## src/rtl/mem_port_arbiter.sv

```systemverilog
// Shares one off-chip memory port between instruction fetch and MEM-stage data
// accesses: grant, hold the request until ack or timeout, then pulse ready.
module mem_port_arbiter #(
  parameter int ADDR_W  = 32,
  parameter int DATA_W  = 32,
  parameter int TIMEOUT = 255
) (
  input  logic              clk_i,
  input  logic              rst_i,
  input  logic              if_req_i,
  input  logic [ADDR_W-1:0] if_addr_i,
  output logic [DATA_W-1:0] if_rdata_o,
  output logic              if_ready_o,
  input  logic              d_req_i,
  input  logic              d_we_i,
  input  logic [ADDR_W-1:0] d_addr_i,
  input  logic [DATA_W-1:0] d_wdata_i,
  output logic [DATA_W-1:0] d_rdata_o,
  output logic              d_ready_o,
  output logic              mem_req_o,
  output logic              mem_we_o,
  output logic [ADDR_W-1:0] mem_addr_o,
  output logic [DATA_W-1:0] mem_wdata_o,
  input  logic              mem_ack_i,
  input  logic [DATA_W-1:0] mem_rdata_i,
  output logic              stall_o,
  output logic              err_o
);

  // Counter only has to represent 0..TIMEOUT-1; the final BUSY cycle is
  // detected when it already holds TIMEOUT-1.
  localparam int CNT_W = (TIMEOUT < 2) ? 1 : $clog2(TIMEOUT);
  localparam logic [CNT_W-1:0] CNT_LAST = CNT_W'(TIMEOUT - 1);

  localparam logic OWN_IF = 1'b0;
  localparam logic OWN_D  = 1'b1;

  typedef enum logic [1:0] {
    IDLE = 2'd0,
    BUSY = 2'd1,
    RESP = 2'd2
  } state_t;

  state_t            state_reg, state_next;
  logic              owner_reg, owner_next;
  logic              last_owner_reg, last_owner_next;
  logic [CNT_W-1:0]  cnt_reg, cnt_next;
  logic              mem_we_reg, mem_we_next;
  logic [ADDR_W-1:0] mem_addr_reg, mem_addr_next;
  logic [DATA_W-1:0] mem_wdata_reg, mem_wdata_next;
  logic [DATA_W-1:0] if_rdata_reg, if_rdata_next;
  logic [DATA_W-1:0] d_rdata_reg, d_rdata_next;
  logic              err_reg, err_next;
  logic              grant_d;
  logic [DATA_W-1:0] resp_data;

  always_ff @(posedge clk_i) begin
    if (rst_i) begin
      state_reg      <= IDLE;
      owner_reg      <= OWN_IF;
      last_owner_reg <= OWN_IF;
      cnt_reg        <= '0;
      mem_we_reg     <= 1'b0;
      mem_addr_reg   <= '0;
      mem_wdata_reg  <= '0;
      if_rdata_reg   <= '0;
      d_rdata_reg    <= '0;
      err_reg        <= 1'b0;
    end else begin
      state_reg      <= state_next;
      owner_reg      <= owner_next;
      last_owner_reg <= last_owner_next;
      cnt_reg        <= cnt_next;
      mem_we_reg     <= mem_we_next;
      mem_addr_reg   <= mem_addr_next;
      mem_wdata_reg  <= mem_wdata_next;
      if_rdata_reg   <= if_rdata_next;
      d_rdata_reg    <= d_rdata_next;
      err_reg        <= err_next;
    end
  end

  always_comb begin
    state_next      = state_reg;
    owner_next      = owner_reg;
    last_owner_next = last_owner_reg;
    cnt_next        = cnt_reg;
    mem_we_next     = mem_we_reg;
    mem_addr_next   = mem_addr_reg;
    mem_wdata_next  = mem_wdata_reg;
    if_rdata_next   = if_rdata_reg;
    d_rdata_next    = d_rdata_reg;
    err_next        = err_reg;
    grant_d         = 1'b0;
    resp_data       = '0;

    case (state_reg)
      IDLE: begin
        if (d_req_i || if_req_i) begin
          // On a tie the side that did not own the previous transaction wins.
          grant_d        = d_req_i && (!if_req_i || (last_owner_reg == OWN_IF));
          owner_next     = grant_d ? OWN_D : OWN_IF;
          mem_we_next    = grant_d ? d_we_i : 1'b0;
          mem_addr_next  = grant_d ? d_addr_i : if_addr_i;
          mem_wdata_next = grant_d ? d_wdata_i : '0;
          cnt_next       = '0;
          state_next     = BUSY;
        end
      end

      BUSY: begin
        if (mem_ack_i || (cnt_reg == CNT_LAST)) begin
          // Stores and timeouts both return zero; ack beats timeout.
          resp_data = (mem_ack_i && !mem_we_reg) ? mem_rdata_i : '0;
          if (!mem_ack_i) begin
            err_next = 1'b1;
          end
          if (owner_reg == OWN_D) begin
            d_rdata_next = resp_data;
          end else begin
            if_rdata_next = resp_data;
          end
          state_next = RESP;
        end else begin
          cnt_next = cnt_reg + 1'b1;
        end
      end

      RESP: begin
        last_owner_next = owner_reg;
        cnt_next        = '0;
        state_next      = IDLE;
      end

      default: begin
        state_next = IDLE;
      end
    endcase
  end

  assign mem_req_o   = (state_reg == BUSY);
  assign mem_we_o    = mem_we_reg;
  assign mem_addr_o  = mem_addr_reg;
  assign mem_wdata_o = mem_wdata_reg;

  assign if_ready_o  = (state_reg == RESP) && (owner_reg == OWN_IF);
  assign d_ready_o   = (state_reg == RESP) && (owner_reg == OWN_D);
  assign if_rdata_o  = if_rdata_reg;
  assign d_rdata_o   = d_rdata_reg;
  assign err_o       = err_reg;

  assign stall_o = (d_req_i && !d_ready_o) || (if_req_i && !if_ready_o);

endmodule

```

## config.mk

```make
export PLATFORM = sky130hd
export DESIGN_NAME = mem_port_arbiter
export DESIGN_NICKNAME = d
export VERILOG_FILES = /design/src/rtl/mem_port_arbiter.sv
export SDC_FILE = /design/constraint.sdc
export NUM_CORES = 1
export LEC_CHECK = 0
export CORE_ASPECT_RATIO = 0.75
export CORE_MARGIN = 3
export CORE_UTILIZATION = 55
export CTS_BUF_LIST = sky130_fd_sc_hd__clkbuf_4 sky130_fd_sc_hd__clkbuf_8 sky130_fd_sc_hd__clkbuf_16
export DETAILED_ROUTE_END_ITERATION = 12
export DONT_BUFFER_PORTS = 1
export GPL_ROUTABILITY_DRIVEN = 0
export MAX_ROUTING_LAYER = met4
export PLACE_DENSITY = 0.79
export SLEW_MARGIN = 20
export SYNTH_ARGS = -nofsm -noshare
export SYNTH_HDL_FRONTEND = slang
export SYNTH_SLANG_ARGS = --single-unit
```

## constraint.sdc

```tcl
create_clock -name clk_i -period 2.8 [get_ports clk_i]
set_input_delay 0.14 -clock clk_i [delete_from_list [all_inputs] [get_ports clk_i]]
set_output_delay 0.14 -clock clk_i [all_outputs]
set_load 0.05 [all_outputs]
```

# --- Word level (Yosys, flattened, before mapping) ---
# Cells that the tools add are included.
word_totals:
  reg_bits: 142
  wordCells: 53
op_classes:
  n_reduce_logical: 22
  mux: 11
  bitwise_logic: 3
  eq_ne: 6
  addsub: 1
ops:
  columns: ["op", "count"]
  rows:
  - ["32-bit 2-to-1 mux", 3]
  - ["8-bit case mux with 3 select lines", 1]
  - ["8-bit 2-to-1 mux", 2]
  - ["3-bit AND reduction", 4]
  - ["8-bit by 1-bit adder with 8-bit output (second input constant)", 1]
  - ["8-bit equality test (second input constant)", 1]
  - ["1-bit logical AND", 6]
  - ["1-bit zero test", 4]
  - ["1-bit logical OR", 4]
  - ["2-bit 2-to-1 mux", 2]
  - ["2-bit != test (second input constant)", 2]
  - ["2-bit case mux with 2 select lines", 1]
  - ["2-bit AND reduction", 2]
  - ["1-bit NOT", 3]
  - ["3-bit nonzero test", 1]
  - ["2-bit by 1-bit equality test with 1-bit output (second input constant)", 1]
  - ["2-bit equality test (second input constant)", 1]
  - ["2-bit zero test", 1]
  - ["1-bit 2-to-1 mux", 2]
  - ["2-bit by 1-bit != test with 1-bit output (second input constant)", 1]

# --- Longest topological paths before layout ---
# Gate-level depths: netlist of the first run.
depth:
  depth_word: 5
  ltp_mapped: 7

# --- Worst setup path after synthesis of the first run ---
# Ideal clock, no wire load.
synth_timing:
  path_type: "reg2reg"
  start: "reg state_reg[1]"
  end: "reg d_rdata_reg[10], in the netlist d_rdata_o[10]"
  path_stages_with_launch: 8
  arrival_time_ns: 1.416
  synth_period_minus_slack_ns: 1.487
  n_path_buf: 2
  t_required_ns: 2.730
  path_slack_ns: 1.313
  path_cell_list: "dfxtp_1 nand2b_2 inv_2 and2_1 buf_2 buf_2 nand3_1 a21oi_1"
synth_between:
  elab_chain_len: 2
synth_rtl:
  columns: ["element", "line", "source"]
  rows:
  - ["start, declared", "44", "state_t state_reg, state_next;"]
  - ["start signal, assigned", "70", "state_reg <= state_next;"]
  - ["2-bit by 1-bit equality test with 1-bit output", null, null]
  - ["net mem_req_o", "20", "output logic mem_req_o,"]
  - ["3-bit AND reduction (no line)", null, null]
  - ["end signal, assigned", "78", "d_rdata_reg <= d_rdata_next;"]
  - ["end, declared", "52", "logic [DATA_W-1:0] d_rdata_reg, d_rdata_next;"]
# The timed path passes the listed nets, and every way through them passes these cells.
# A chain may end at the register's enable or synchronous reset.

# --- Worst setup path after layout of the first run ---
layout_timing:
  start: "reg state_reg[1]"
  end: "reg d_rdata_reg[0], in the netlist d_rdata_o[0]"
# Same word-level chain as after synthesis.

==> reports/metrics.cfg, run 1 <==
[clock_tree]
clkSlewWorstSetupHoldPaths_ns = 0.06
insertion_delay_ns = 0.40
cts.sinks = 142
cts_root_buf = clkbuf_16
htree_levels = 4
cts_inserted_buffers = 17
cts_tree = built
cts_buffer_depth = 2

[logic_synthesis]
synth_edf_count = 0
ys_async_sr_fraction_pct = 0
synth-seq-area-share_pct = 50.4
yosysTopAreaCellShare_pct = 50.4
synth_area_per_cell_sq_um = 9.00
synthCells = 627
yosys.area.top_type = dfxtp_1
synth_cell_types = 41
ys_warn_count = 0
synth_seq_cells = 142
postSynthNetCount = 763
synth_area_sq_um = 5640
netlist_top_cells_area = dfxtp_1 (50%), a21oi_1 (6.3%), nand3_1 (5.9%)
ys.flop_type = dfxtp_1

[cells_and_area]
drive_gt1_share_pct = 7.72
final_cell_mix = dfxtp_1 (142), dlygate4sd3_1 (115), nor2_1 (71), a21oi_1 (71), nand3_1 (66)
fillCellCount = 624
fin_cells = 857
register_area_sq_um = 2840
fin_nets = 848
multi_input_area_sq_um = 2470
syn2layout_area_growth_pct = 30.5
layout_commonest_cell = dfxtp_1
diodes = 0

[setup_path]
crit_path_max_fanout = 32
critical_path_arrival_ns = 2.65
critical_path_required_ns = 3.09
reg2reg_to = d_rdata_o[0]$_SDFFE_PP0P_
r2r_slack_ns = 0.44
reg2reg_depth = 6
crit_path_end_kind = flop
cp-start-kind = flop
path_class = reg2reg
rr_startpoint = state_reg[1]$_SDFFE_PP0P_

[timing]
setup_ws_ns = 0.437
slew_headroom_pct = 38.5
holdWs_ns = 0.00450
finalHoldViolCount = 0
fmax_mhz = 423
setup_violations = 0
skew_ns = 0.00890
period_share_pct = 84.4
setup_tns_ns = 0
period_minus_slack_ns = 2.36
tightest_slew_ns = 0.918
rsz0062_at_grt = false
final_max_slew_viol_count = 0

[global_route]
gr-total-overflow = 0
grt_pass1_wl_microns = 27100
grt.total_usage_pct = 30.7
antenna_found_initial = 0
grt_max_degree = 137
grt_pass1_vias = 5211

[floorplanning]
rows = 31
initial_core_util_pct = 57.5
io_pins = 268
die_height_microns = 93.7
fp.dieW_microns = 123
die_area_sq_um = 11500
core_area_sq_um = 9810

[place]
dp_slack_ns = 0.678
portBuffers = 0
dp_hpwl_microns = 10100
placed_cells = 709

[flow_run]
drv_cap = 0

[routing]
vias = 5256
drt-total-wl_microns = 17900
drc = 0
dr.pass1.iters = 5
vias_per_cell = 6.13
ant_nets = 0
dr.first_iter.drc_count = 354
wl_per_cell_microns = 20.9

[min_path]
whs_endpoint = mem_addr_o[21]$_SDFFE_PP0P_
min_path_cells = 2
hp-class = in2reg
hold_path.startpoint = d_addr_i[21]

[pwr]
p_leak_nw = 2.73
power_density_nw_per_um2 = 743
ir_drop_mv = 0.580

[run_status]
outcome = finished, final reports clean

[cells in the mapped netlist, types with 3 or more instances]
cell type    n
buf_6       11
nor3_1       4
nand3_1     66
nor4_1       3
a211o_1      3
nand2b_1     3
a211oi_1    32
nand2_1      5
mux2i_1     32
inv_1        4
dfxtp_1    142
o21ai_0     28
buf_2       16
o21ai_1     40
a21oi_1     71
clkbuf_1    24
nor2_1      72
a22oi_1     33
clkbuf_2     3
buf_4        4
and3_1       4
[where the power goes]
group          leakage (nW)  internal (W)  switching (W)
Sequential             1.16       0.00214       0.000478
Combinational          1.29      0.000267       0.000348
Clock                 0.275       0.00137       0.000872
Total                  2.73       0.00378        0.00170
[worst max-delay path by stage]
stage / cells after the start / slack (ns) / startpoint / end
after global placement: 5 / 0.79 / state_reg[1]$_SDFFE_PP0P_ / d_rdata_o[31]$_SDFFE_PP0P_
final: 6 / 0.44 / state_reg[1]$_SDFFE_PP0P_ / d_rdata_o[0]$_SDFFE_PP0P_
after floorplan: 7 / 1.31 / state_reg[1]$_SDFFE_PP0P_ / d_rdata_o[10]$_SDFFE_PP0P_
after CTS: 6 / 0.16 / state_reg[1]$_SDFFE_PP0P_ / d_rdata_o[0]$_SDFFE_PP0P_
after detailed placement: 5 / 0.68 / state_reg[1]$_SDFFE_PP0P_ / d_rdata_o[20]$_SDFFE_PP0P_
after global routing: 6 / 0.29 / state_reg[1]$_SDFFE_PP0P_ / d_rdata_o[0]$_SDFFE_PP0P_
[worst max-delay path, cell delays in order, from the launching register on]
cell           delay, ns
dfxtp_1             0.35
nand2b_2            0.24
inv_2               0.25
nand2_2             0.39
o21ai_0             0.31
a21oi_1             0.10
dlygate4sd3_1       0.60
[repair_timing]
item                                    in CTS  in global routing
buffers inserted                             0                  0
hold endpoints to repair                   136                  0
endpoints found under the setup margin       0                  1
hold buffers                               116                  0
resized for setup                            0                  1
[cells by family after synthesis]
group | synth area share, %
buffers and inverters | 6.48
muxes | 5.68
AOI/OAI and AO/OA | 22.7
DFF | 50.4
xor gates and xnor gates | 0.155
adders and majority gates | 0.443
and+or+nand+nor | 14.2
[metrics by stage]
step	total power (W)	area (sq um)	utilization [%]
detailed placement	0.00305	5590	56.9
global placement	0.00303	5590	56.9
floorplan	0.00300	5640	-
global route	0.00563	7360	75.0
finish	0.00547	7360	75.0
CTS	0.00545	7360	75.0
[per-layer routing]
layer / up-vias / share of wire (%) / wire length (microns) / global-route usage, %
li1: 2436 / - / - / -
met1: 2462 / 36 / 6530 / 33.6
met2: 319 / 52 / 9240 / 52.8
met3: 39 / 9.1 / 1620 / 7.65
met4: 0 / 2.8 / 498 / 13.8
met5: - / 0 / 0 / -
[cell type report]
cell class                 instances  area share [%]
multi-input combinational        420            33.6
sequential                       142            38.6
tap                              132            2.24
clock inverter                    12            1.85
inverter                           5           0.255
timing repair buffer             126            17.2
clock buffer                      20            6.25
Note: power is estimated with default switching activity, not from simulation.
==> inputs of run 2 (changes only) <==
--- a/config.mk
+++ b/config.mk
@@ -13,7 +13,7 @@
 export DONT_BUFFER_PORTS = 1
 export GPL_ROUTABILITY_DRIVEN = 0
 export MAX_ROUTING_LAYER = met4
-export PLACE_DENSITY = 0.79
+export PLACE_DENSITY = 0.82
 export SLEW_MARGIN = 20
 export SYNTH_ARGS = -nofsm -noshare
 export SYNTH_HDL_FRONTEND = slang
==> constraint.sdc (replaced) <==
create_clock -name clk_i -period 2 [get_ports clk_i]
set_input_delay 0.1 -clock clk_i [delete_from_list [all_inputs] [get_ports clk_i]]
set_output_delay 0.1 -clock clk_i [all_outputs]
set_load 0.05 [all_outputs]
==> run 2 against run 1 <==
  * Worst setup slack lost 0.39 ns
  * Clock skew grew 0.0053 ns
  * Clock power grew 46%
  * Die area is the same
  * Final cell count grew 3.6%
  * Non-clock buffer count grew 31
  * Cell area grew 5.7%
  * Critical path depth is the same
  * Sequential share of layout area shrank 2.1 points
  * Critical path type unchanged
  * Critical endpoint is now mem_wdata_o[14]$_SDFFE_PP0P_
  * Largest power group unchanged
==> reports/metrics.cfg, run 2 (same netlist as run 1, synthesis figures left out) <==
[place]
dp_slack_ns = 0.304  ; -0.374 ns
portBuffers = 0  ; unchanged
dp_hpwl_microns = 10500  ; +4.3%

[pwr]
power_frac_clock_pct = 41.2  ; +0.2 points
power_density_nw_per_um2 = 1030  ; +38%
internal_power_w = 0.00560  ; +48%
combPwrFrac_pct = 14.2  ; +3.0 points
p_switching_w = 0.00238  ; +40%
ir_drop_mv = 0.751  ; +30%
p_leak_nw = 3.04  ; +12%
swShare_pct = 29.8  ; -1.2 points
seq_power_share_pct = 44.5  ; -3.2 points

[global_route]
grt_max_degree = 100  ; -27%
grt_pass1_wl_microns = 28000  ; +3.1%
antenna_found_initial = 0  ; unchanged
grt.total_usage_pct = 31.9  ; +1.2 points
gr-total-overflow = 0  ; unchanged
grt_pass1_vias = 5449  ; +4.6%

[setup_path]
max_stage_delay_ns = 0.59  ; about the same
critical_path_arrival_ns = 2.24  ; -0.41 ns
rr_startpoint = state_reg[1]$_SDFFE_PP0P_
path_cells = nor2_4 -> and2_1 -> buf_4 -> a22oi_1 -> nor2_1 -> dlygate4sd3_1
reg2reg_depth = 6  ; unchanged
cp-start-kind = flop
reg2reg_to = mem_wdata_o[14]$_SDFFE_PP0P_
crit_path_max_fanout = 10  ; -69%
r2r_slack_ns = 0.05  ; -0.39 ns
crit_slowest_cell = dlygate4sd3_1
crit_path_end_kind = flop
critical_path_required_ns = 2.29  ; -0.80 ns
path_class = reg2reg

[floorplanning]
die_area_sq_um = 11500  ; unchanged
rows = 31  ; unchanged
initial_core_util_pct = 57.5  ; unchanged
die_height_microns = 93.7  ; unchanged
io_pins = 268  ; unchanged
fp.dieW_microns = 123  ; unchanged
core_area_sq_um = 9810  ; unchanged

[timing]
slew_headroom_pct = 57.3  ; +19 points
period_minus_slack_ns = 1.95  ; -0.414 ns
fmax_mhz = 513  ; +21%
finalHoldViolCount = 0  ; unchanged
final_max_slew_viol_count = 0  ; unchanged
setup_tns_ns = 0  ; unchanged
setup_ws_ns = 0.0504  ; -0.386 ns
tightest_slew_ns = 0.641  ; -0.278 ns
skew_ns = 0.0142  ; +0.00535 ns
setup_violations = 0  ; unchanged
period_share_pct = 97.5  ; +13 points

[clock_tree]
cts_buffer_depth = 2  ; unchanged
cts_root_buf = clkbuf_16
cts_tree = built
htree_levels = 4  ; unchanged
insertion_delay_ns = 0.41  ; about the same
cts.sinks = 142  ; unchanged
cts_inserted_buffers = 17  ; unchanged
clkSlewWorstSetupHoldPaths_ns = 0.06  ; about the same

[routing]
ant_nets = 0  ; unchanged
dr.first_iter.drc_count = 453  ; +28%
wl_per_cell_microns = 21.8  ; +4.3%
vias_per_cell = 6.26  ; +2.1%
dr.pass1.iters = 7  ; +2
drc = 0  ; unchanged
vias = 5560  ; +5.8%
drt-total-wl_microns = 19300  ; +8.1%

[cells_and_area]
final_cell_mix = dfxtp_1 (142), dlygate4sd3_1 (112), a21oi_1 (71), nor2_1 (70), nand3_1 (66)
layout_commonest_cell = dfxtp_1
syn2layout_area_growth_pct = 38.0
fin_nets = 879  ; +3.7%
diodes = 0  ; unchanged
drive_gt1_share_pct = 12.0  ; +4.3 points

[run_status]
outcome = finished, final reports clean

[min_path]
hold_path.startpoint = rst_i
min_path_cells = 2  ; unchanged
hp-class = in2reg
whs_endpoint = cnt_reg[7]$_SDFFE_PP0P_

[flow_run]
drv_cap = 0  ; unchanged

## run 2: critical path: cells and delay by family (launching register included)
kind	cells	cell delay [ns]
and+or+nand+nor	3	0.35
buffers and inverters	2	0.77
AOI/OAI and AO/OA	1	0.22
DFF	1	0.49
## run 2: power groups by stage
stage | registers (W) | clock network [W] | logic (W)
after floorplan | 0.00366 | 0 | 0.000536
after global placement | 0.00360 | 0 | 0.000725
after detailed placement | 0.00360 | 0 | 0.000755
after CTS | 0.00354 | 0.00330 | 0.00102
after global routing | 0.00356 | 0.00343 | 0.00121
final | 0.00355 | 0.00329 | 0.00114
## run 2: how the worst max path moves through the flow
stage / start / end / slack (ns) / cells after the start
floorplan: state_reg[1]$_SDFFE_PP0P_ / d_rdata_o[10]$_SDFFE_PP0P_ / 0.51 / 7
global placement: cnt_reg[0]$_SDFFE_PP0P_ / d_rdata_o[17]$_SDFFE_PP0P_ / 0.48 / 6
detailed placement: cnt_reg[0]$_SDFFE_PP0P_ / d_rdata_o[18]$_SDFFE_PP0P_ / 0.30 / 6
CTS: cnt_reg[0]$_SDFFE_PP0P_ / state_reg[1]$_SDFFE_PP0P_ / 0.03 / 6
global route: state_reg[1]$_SDFFE_PP0P_ / mem_wdata_o[14]$_SDFFE_PP0P_ / -0.02 / 6
finish: state_reg[1]$_SDFFE_PP0P_ / mem_wdata_o[14]$_SDFFE_PP0P_ / 0.05 / 6
## run 2: cell type report
class,instances,area [sq um]
Timing Repair Buffer,157,1640
Clock buffer,22,488
Multi-Input combinational cell,420,2500
Clock inverter,10,135
Sequential cell,142,2840
Tap cell,132,165
Inverter,5,18.8
Fill cell,587,2030
## run 2: metrics by stage
stage               utilization, %  instances  power, W  area (sq um)  hold slack [ns]
finish                        79.3        888   0.00798          7780           0.0486
detailed placement            59.3        732   0.00436          5820            0.183
global placement              59.3        732   0.00432          5820            0.180
floorplan                        -        627   0.00419          5640            0.248
CTS                           77.4        877   0.00787          7590           0.0151
global route                  79.3        888   0.00820          7780           0.0355
## run 2: per-layer routing
layer,wire [microns],global-route usage (%),vias up,share of wire [%]
li1,-,-,2501,-
met1,6880,34.5,2618,36
met2,9770,53.3,372,51
met3,1980,9.75,69,10
met4,704,16.0,0,3.6
met5,0,-,-,0
## run 2: repair_timing
item	in CTS	in global routing
endpoints found under the hold margin	136	0
hold buffers	113	0
gates resized for setup	0	5
setup endpoints to repair	0	36
setup buffers	0	7
